[src/rtl/gated_integrator.sv]
// Sliding-window integrator: running sum of the last n written samples over a 2^P_NBITS_ADDR circular buffer.
// Optional macro GATED_INTEGRATOR_ADDR_CLEAR_EN enables the addr_en synchronous clear / pointer load.
module gated_integrator #(
   parameter int P_NBITS_DATA_IN  = 14,
   parameter int P_NBITS_DATA_OUT = 20,
   parameter int P_NBITS_ADDR     = 6
) (
   input  logic                        clk,
   input  logic                        rst,
   input  logic [P_NBITS_ADDR-1:0]     n,
   input  logic                        wr,
   input  logic [P_NBITS_DATA_IN-1:0]  d,
   input  logic                        addr_en,
   input  logic [P_NBITS_ADDR-1:0]     addr,
   output logic [P_NBITS_DATA_OUT-1:0] sum,
   output logic                        valid
);

   localparam int unsigned DEPTH = 2 ** P_NBITS_ADDR;

   if (P_NBITS_DATA_OUT < P_NBITS_DATA_IN + P_NBITS_ADDR) begin : g_width_chk
      $error("P_NBITS_DATA_OUT too narrow for a full window");
   end

   logic [P_NBITS_ADDR-1:0]     ptr;
   logic                        s1_vld;
   logic [P_NBITS_DATA_IN-1:0]  s1_d;
   logic [P_NBITS_ADDR-1:0]     s1_ptr;
   logic [P_NBITS_ADDR-1:0]     s1_n;
   logic [P_NBITS_DATA_IN-1:0]  mem [DEPTH];
   logic [P_NBITS_DATA_OUT-1:0] acc;
   logic                        s2_vld;
   logic [P_NBITS_ADDR-1:0]     old_idx;
   logic [P_NBITS_DATA_OUT-1:0] acc_next;

`ifndef GATED_INTEGRATOR_ADDR_CLEAR_EN
   logic unused_addr_bits;
   assign unused_addr_bits = ^{addr_en, addr};
`endif

   // n=0 wraps old_idx onto s1_ptr itself: the entry about to be overwritten is the oldest.
   always_comb begin
      old_idx  = s1_ptr - s1_n;
      acc_next = acc + P_NBITS_DATA_OUT'(s1_d) - P_NBITS_DATA_OUT'(mem[old_idx]);
   end

   always_ff @(posedge clk or negedge rst) begin
      if (!rst) begin
         ptr    <= '0;
         s1_vld <= 1'b0;
         s1_d   <= '0;
         s1_ptr <= '0;
         s1_n   <= '0;
         for (int unsigned i = 0; i < DEPTH; i++) mem[i] <= '0;
         acc    <= '0;
         s2_vld <= 1'b0;
         sum    <= '0;
         valid  <= 1'b0;
      end else begin
`ifdef GATED_INTEGRATOR_ADDR_CLEAR_EN
         if (addr_en) begin
            for (int unsigned i = 0; i < DEPTH; i++) mem[i] <= '0;
            acc    <= '0;
            ptr    <= addr;
            s1_vld <= 1'b0;
            s2_vld <= 1'b0;
            valid  <= 1'b0;
         end else
`endif
         begin
            // Stage 1: capture sample, its slot and the window length in force at write time.
            s1_vld <= wr;
            if (wr) begin
               s1_d   <= d;
               s1_ptr <= ptr;
               s1_n   <= n;
               ptr    <= ptr + 1'b1;
            end
            // Stage 2: oldest entry is read in the same cycle it could be overwritten, so no forwarding is needed.
            s2_vld <= s1_vld;
            if (s1_vld) begin
               mem[s1_ptr] <= s1_d;
               acc         <= acc_next;
            end
            // Stage 3: registered output.
            valid <= s2_vld;
            if (s2_vld) sum <= acc;
         end
      end
   end

endmodule

[config.mk]
export PLATFORM = sky130hd
export DESIGN_NAME = gated_integrator
export DESIGN_NICKNAME = d
export VERILOG_FILES = /design/src/rtl/gated_integrator.sv
export SDC_FILE = /design/constraint.sdc
export NUM_CORES = 2
export LEC_CHECK = 0
export BUFFER_PORTS_ARGS = -buffer_cell sky130_fd_sc_hd__clkbuf_2
export CAP_MARGIN = 30
export CORE_ASPECT_RATIO = 1.4
export CORE_MARGIN = 3
export CORE_UTILIZATION = 38
export CTS_CLUSTER_SIZE = 30
export DETAILED_ROUTE_END_ITERATION = 6
export PLACE_DENSITY = 0.53
export SLEW_MARGIN = 20
export SYNTH_ARGS = -nofsm -noshare
export SYNTH_HDL_FRONTEND = slang
export SYNTH_SLANG_ARGS = --single-unit
[constraint.sdc]
create_clock -name clk -period 15.5 [get_ports clk]
set_clock_uncertainty 0.2 [all_clocks]
set_input_delay 2.325 -clock clk [delete_from_list [all_inputs] [get_ports clk]]
set_output_delay 2.325 -clock clk [all_outputs]
set_load 0.01 [all_outputs]
* Yosys cells after proc, flatten, opt, wreduce, memory -nomap -nowiden *
Index checks and enable logic that the tools add are counted.

storage, ports and cells
  logic and storage cells = 89
  input bits = 30
  bits in writable memories = 0
  flip-flop bits (word level) = 971
  latch bits = 0
  output and inout port bits = 21
  memories = 0
  bits in read-only memories = 0

operators by class
  muxes and demuxes = 6
  add/sub/neg operators = 4
  div/mod/pow operators = 0
  shift operators = 0
  bitwise logic cells = 2
  equal/unequal tests = 0
  reductions and logical operators = 1
  $mul = 0
  $lt $le $gt $ge = 3

operator list
  operator                                            count
  bitwise mux 896 bit                                 1
  binary-select mux 14 bit (select 6 bit)             1
  demux 14 bit (select 6 bit)                         1
  two-way mux 14 bit                                  3
  adder 20 x 14 -> 20 bit                             1
  subtractor 20 x 14 -> 20 bit                        1
  >= comparator 7 bit, second input constant          2
  NOT 6 -> 7 bit                                      2
  < comparator 7 x 1 -> 1 bit, second input constant  1
  adder 6 x 1 -> 6 bit, second input constant         1
  subtractor 6 bit                                    1
  logical AND 1 bit                                   1

* Longest topological paths before layout *
  depth in word-level cells = 6
  mapped depth = 24
  mapped depth without buffers = 22

* Worst setup path after synthesis *
Ideal clock, no wire load.

  path type = register to register
  start = register s1_ptr[0]
  end = register acc[16]
  cell stages (with the launch flop) = 22
  data arrival time = 5147 ps
  library setup time = 136 ps
  clock period less this slack = 5484 ps
  slack = 10016 ps
  path buffers = 4
  required time = 15164 ps
  cells stage by stage = dfrtp_1 > inv_1 > ha_1 > fa_1 > buf_2 > clkbuf_1 > clkbuf_1 > mux4_2 > mux4_2 > mux2i_1 > mux2i_1 > fa_1 > inv_1 > ha_1 > clkbuf_1 > a21oi_1 > o21ai_0 > o41a_1 > a41o_1 > a31oi_1 > xor2_1 > mux2i_1

on the way
  cells in the longest elaborated chain, start to end = 6

RTL lines
  what                                                   line  RTL
  start, declared                                        28    logic [P_NBITS_ADDR-1:0] s1_ptr;
  start signal, assigned                                 75    s1_ptr <= ptr;
  subtractor 6 bit                                       43    old_idx = s1_ptr - s1_n;
  NOT 6 -> 7 bit (implied by the code)                   44    acc_next = acc + P_NBITS_DATA_OUT'(s1_d) - P_NBITS_DATA_OUT'(mem[old_idx]);
  binary-select mux 14 bit (select 6 bit)                44
  two-way mux 14 bit (implied by the code) (2 in a row)  44
  subtractor 20 x 14 -> 20 bit                           44
  end signal, assigned                                   83    acc <= acc_next;
  end, declared                                          31    logic [P_NBITS_DATA_OUT-1:0] acc;

Every way passes these cells. The select of a mux whose other input is x is not followed.
A chain may end at the register's enable or synchronous reset.

* Worst setup path in the final report *
  start = register s1_ptr[0]
  end = register acc[18]

Same word-level chain as after synthesis.

==> impl_results.md <==
- Final period util: 0.466
- Fmax: 0.139 GHz
- Antenna Cells: 0
- Ratio of cells with drive above 1 in the final layout: 0.517
- Via-per-instance ratio: around 5.5
- Total clock sinks: between 900 and 1,000
- CTS Buffer Depth: 3
- Final instance area: roughly 50,000 um2
- Number of gates resized after CTS: 0
- Tightest Pin Transition: 1.02 ns
- Final setup violation count: 0
- Worst VDD drop: approximately 210 uV
- CTS buffer count: between 90 and 100
- Syn-to-layout area delta: 12.1%
- Outcome: complete, no violations
- Setup TNS: 0 ns
- Cell taking the most area after synthesis: dfrtp_1
- HP Class: register to register
- Top Family by Delay on Critical Path: adder cells
- Vias in the first global route: approximately 27,000
- Hold Buf Count CTS: 0
- Port Buffers: 43
- Rel. slew slack: 0.321
- Most used flip-flop cell after synthesis: dfrtp_1
- Commonest cells after routing, fill and taps aside: dfrtp_1, mux2_2, mux4_2
- Yosys Warn Count: 0
- I/O Pins: 51
- Syn nets: a little under 3,000
- WP data arrival: between 7 and 8 ns
- Cells along the critical path: inv_1 -> ha_4 -> fa_4 -> buf_4 -> mux4_2 -> mux4_2 -> mux2i_1 -> mux2i_1 -> ha_1 -> inv_1 -> ha_1 -> inv_1 -> fa_1 -> nor2b_1 -> o31ai_1 -> a21oi_1 -> a41oi_1 -> a22oi_1 -> xnor2_1 -> a21oi_1
- Crit-path most repeated cell: inv_1
- Design Power: roughly 11 mW
- Synth Cell Area: ~45,000 um2
- Area of the core: 116,000 um2
- WL per Instance: approximately 26 um
- Hold_ws: 0.274 ns
- Max-cap violation count: 0
- Die Ht: a little over 400 um
- Critical path type: register to register
- Worst-path clk slew: 0.06 ns
- DR pass1 iterations: 5
- Total global routing overflow: 0
- CP peak stage delay: around 1.1 ns
- TritonCTS clock tree: built
- Die ar.: between 100,000 and 150,000 um2
- Total Routed Length: 113,000 um
- Register area share after synthesis: 0.543
- Largest net degree at the start of global routing: approximately 180
- Placed cell areas: about 47,000 um2
- Global Route Usage Sum: 0.190
- Setup crit start kind: register
- Wire length of the first global-routing pass: 173,000 um
- H-tree depth: 3
- Most common cell after layout, fill and taps aside: dfrtp_1
- Layout Nets: between 2,000 and 3,000
- Worst-Skew Late Latency: between 0.6 and 0.7 ns
- Area contributors post-synth: dfrtp_1, mux2_2, mux4_2
- Leak: between 20 and 25 nW
- CP Data Required Time: ~16 ns
- DRT iter0 DRCs: approximately 1,200
- Final ANT Viol Nets: 0
- RSZ-0062 raised after global routing: no
- Worst setup margin: a little over 8 ns
- Post-synth EDFFs: 0
- Initial antenna violation count: 0
- Remaining DRCs: 0
- Post-synth cell types: 49
- Mapped Avg Cell Area: between 15 and 20 um2
- # rows: approximately 150
- Final Max Slew Viols: 0
- CTS Root Cell: clkbuf_16
- Power Dens Cells: about 210 nW/um2
- Worst Path Buf+Inv: 4
- Post-CTS setup buffer count: 0
- CP max stage cell: fa_4
- Final count of hold timing violations: 0
- Crit path max fanout: 54
- Width of the chip: between 200 and 300 um
- Asr flop ratio synth: 1.00
- Vias post-DR: 24,400
- Post-Synthesis Cells: 2,850
- Gpl congestion: around 0.77
- Fin crit period: between 7 and 8 ns
- HPWL after detailed placement: 71,500 um
- Capturing element type of the critical path: register
- Starting density of the core: 0.384
- Pre-CTS WS: 7.76 ns
- Seq cells post-synth: 971
- Post-synth top area share: 0.543
[through the flow]
stage	util	std cells
after floorplan	-	2850
after global placement	0.399	4218
after detailed placement	0.402	4243
after CTS	0.429	4409
after global routing	0.430	4416
final	0.430	4416
[Yosys cell counts, drive strengths merged, types with 2 or more instances]
| library cell | n |
|---|---|
| nor2 | 65 |
| inv | 33 |
| a21o | 9 |
| nand3b | 4 |
| a21oi | 16 |
| and2 | 3 |
| nor3b | 2 |
| nand2 | 91 |
| mux2i | 35 |
| and4 | 2 |
| xor2 | 7 |
| nor2b | 3 |
| nand4 | 4 |
| nand2b | 2 |
| ha | 26 |
| a41o | 2 |
| a221o | 2 |
| o21bai | 2 |
| fa | 15 |
| mux4 | 280 |
| a211oi | 2 |
| and3 | 6 |
| nand3 | 7 |
| buf | 93 |
| or3b | 2 |
| clkbuf | 148 |
| dfrtp | 971 |
| a31oi | 7 |
| mux2 | 902 |
| nor3 | 6 |
| xnor2 | 20 |
| o21ai | 70 |
| o21a | 2 |
[layout make-up]
class / count / area, um2
multi-input cells: 1605 / 19400
fillers: 10300 / 66400
repair buffers: 141 / 1290
clock inverters: 23 / 273
flip-flops and latches: 971 / 24300
inverters: 33 / 124
clock buffers: 143 / 2830
well taps: 1500 / 1880
[worst reg2reg max path: cells and delay by family (launching register included)]
kind	cells	cell delay, ns
mux	4	1.71
fa+ha+maj	5	2.22
compound gates	5	1.04
xor+xnor	1	0.15
simple gates	1	0.19
flops	1	0.44
buf+inv	4	1.11
[sequential cells by signal, summed over array words and instances (netlist names)]
| register | flops |
|---|---|
| ptr | 6 |
| s1_n | 6 |
| s1_ptr | 6 |
| mem | 896 |
| s2_vld | 1 |
| valid | 1 |
| s1_vld | 1 |
| acc | 20 |
| s1_d | 14 |
| sum | 20 |
[worst paths after layout]
kind	startpoint	end	slack, ns	depth (start not counted)
hold / removal	acc[19]	acc[19]	0.27	1
min in group asynchronous	rst	mem[687]	1.56	1
setup reg to reg	s1_ptr[0]	acc[18]	8.28	20
max in group asynchronous	rst	mem[145]	10.71	6
hold reg to reg	acc[19]	acc[19]	0.27	1
setup / recovery	s1_ptr[0]	acc[18]	8.28	20
[routing by layer]
metal  global-route usage  share of wire  vias up
li1                     -              -    10500
met1                0.238           0.42    13300
met2                0.340           0.53      376
met3               0.0176          0.025      164
met4               0.0709          0.032        0
met5                    0              0        -
[cells by family after synthesis]
family	after synthesis	share of synthesized area
mux	1217	0.376
flops	971	0.543
buf+inv	274	0.0262
fa+ha+maj	41	0.0140
compound gates	122	0.0160
xor+xnor	27	0.00546
simple gates	198	0.0190
[where the power goes]
group / total (mW) / internal, mW / leakage, nW / switching [mW]
logic: 4.52 / 2.23 / 8.46 / 2.28
clock network: 2.32 / 1.34 / 1.53 / 0.979
registers: 3.69 / 3.29 / 13.0 / 0.399
total: 10.5 / 6.86 / 23.0 / 3.66
(Power assumes the default switching activity.)
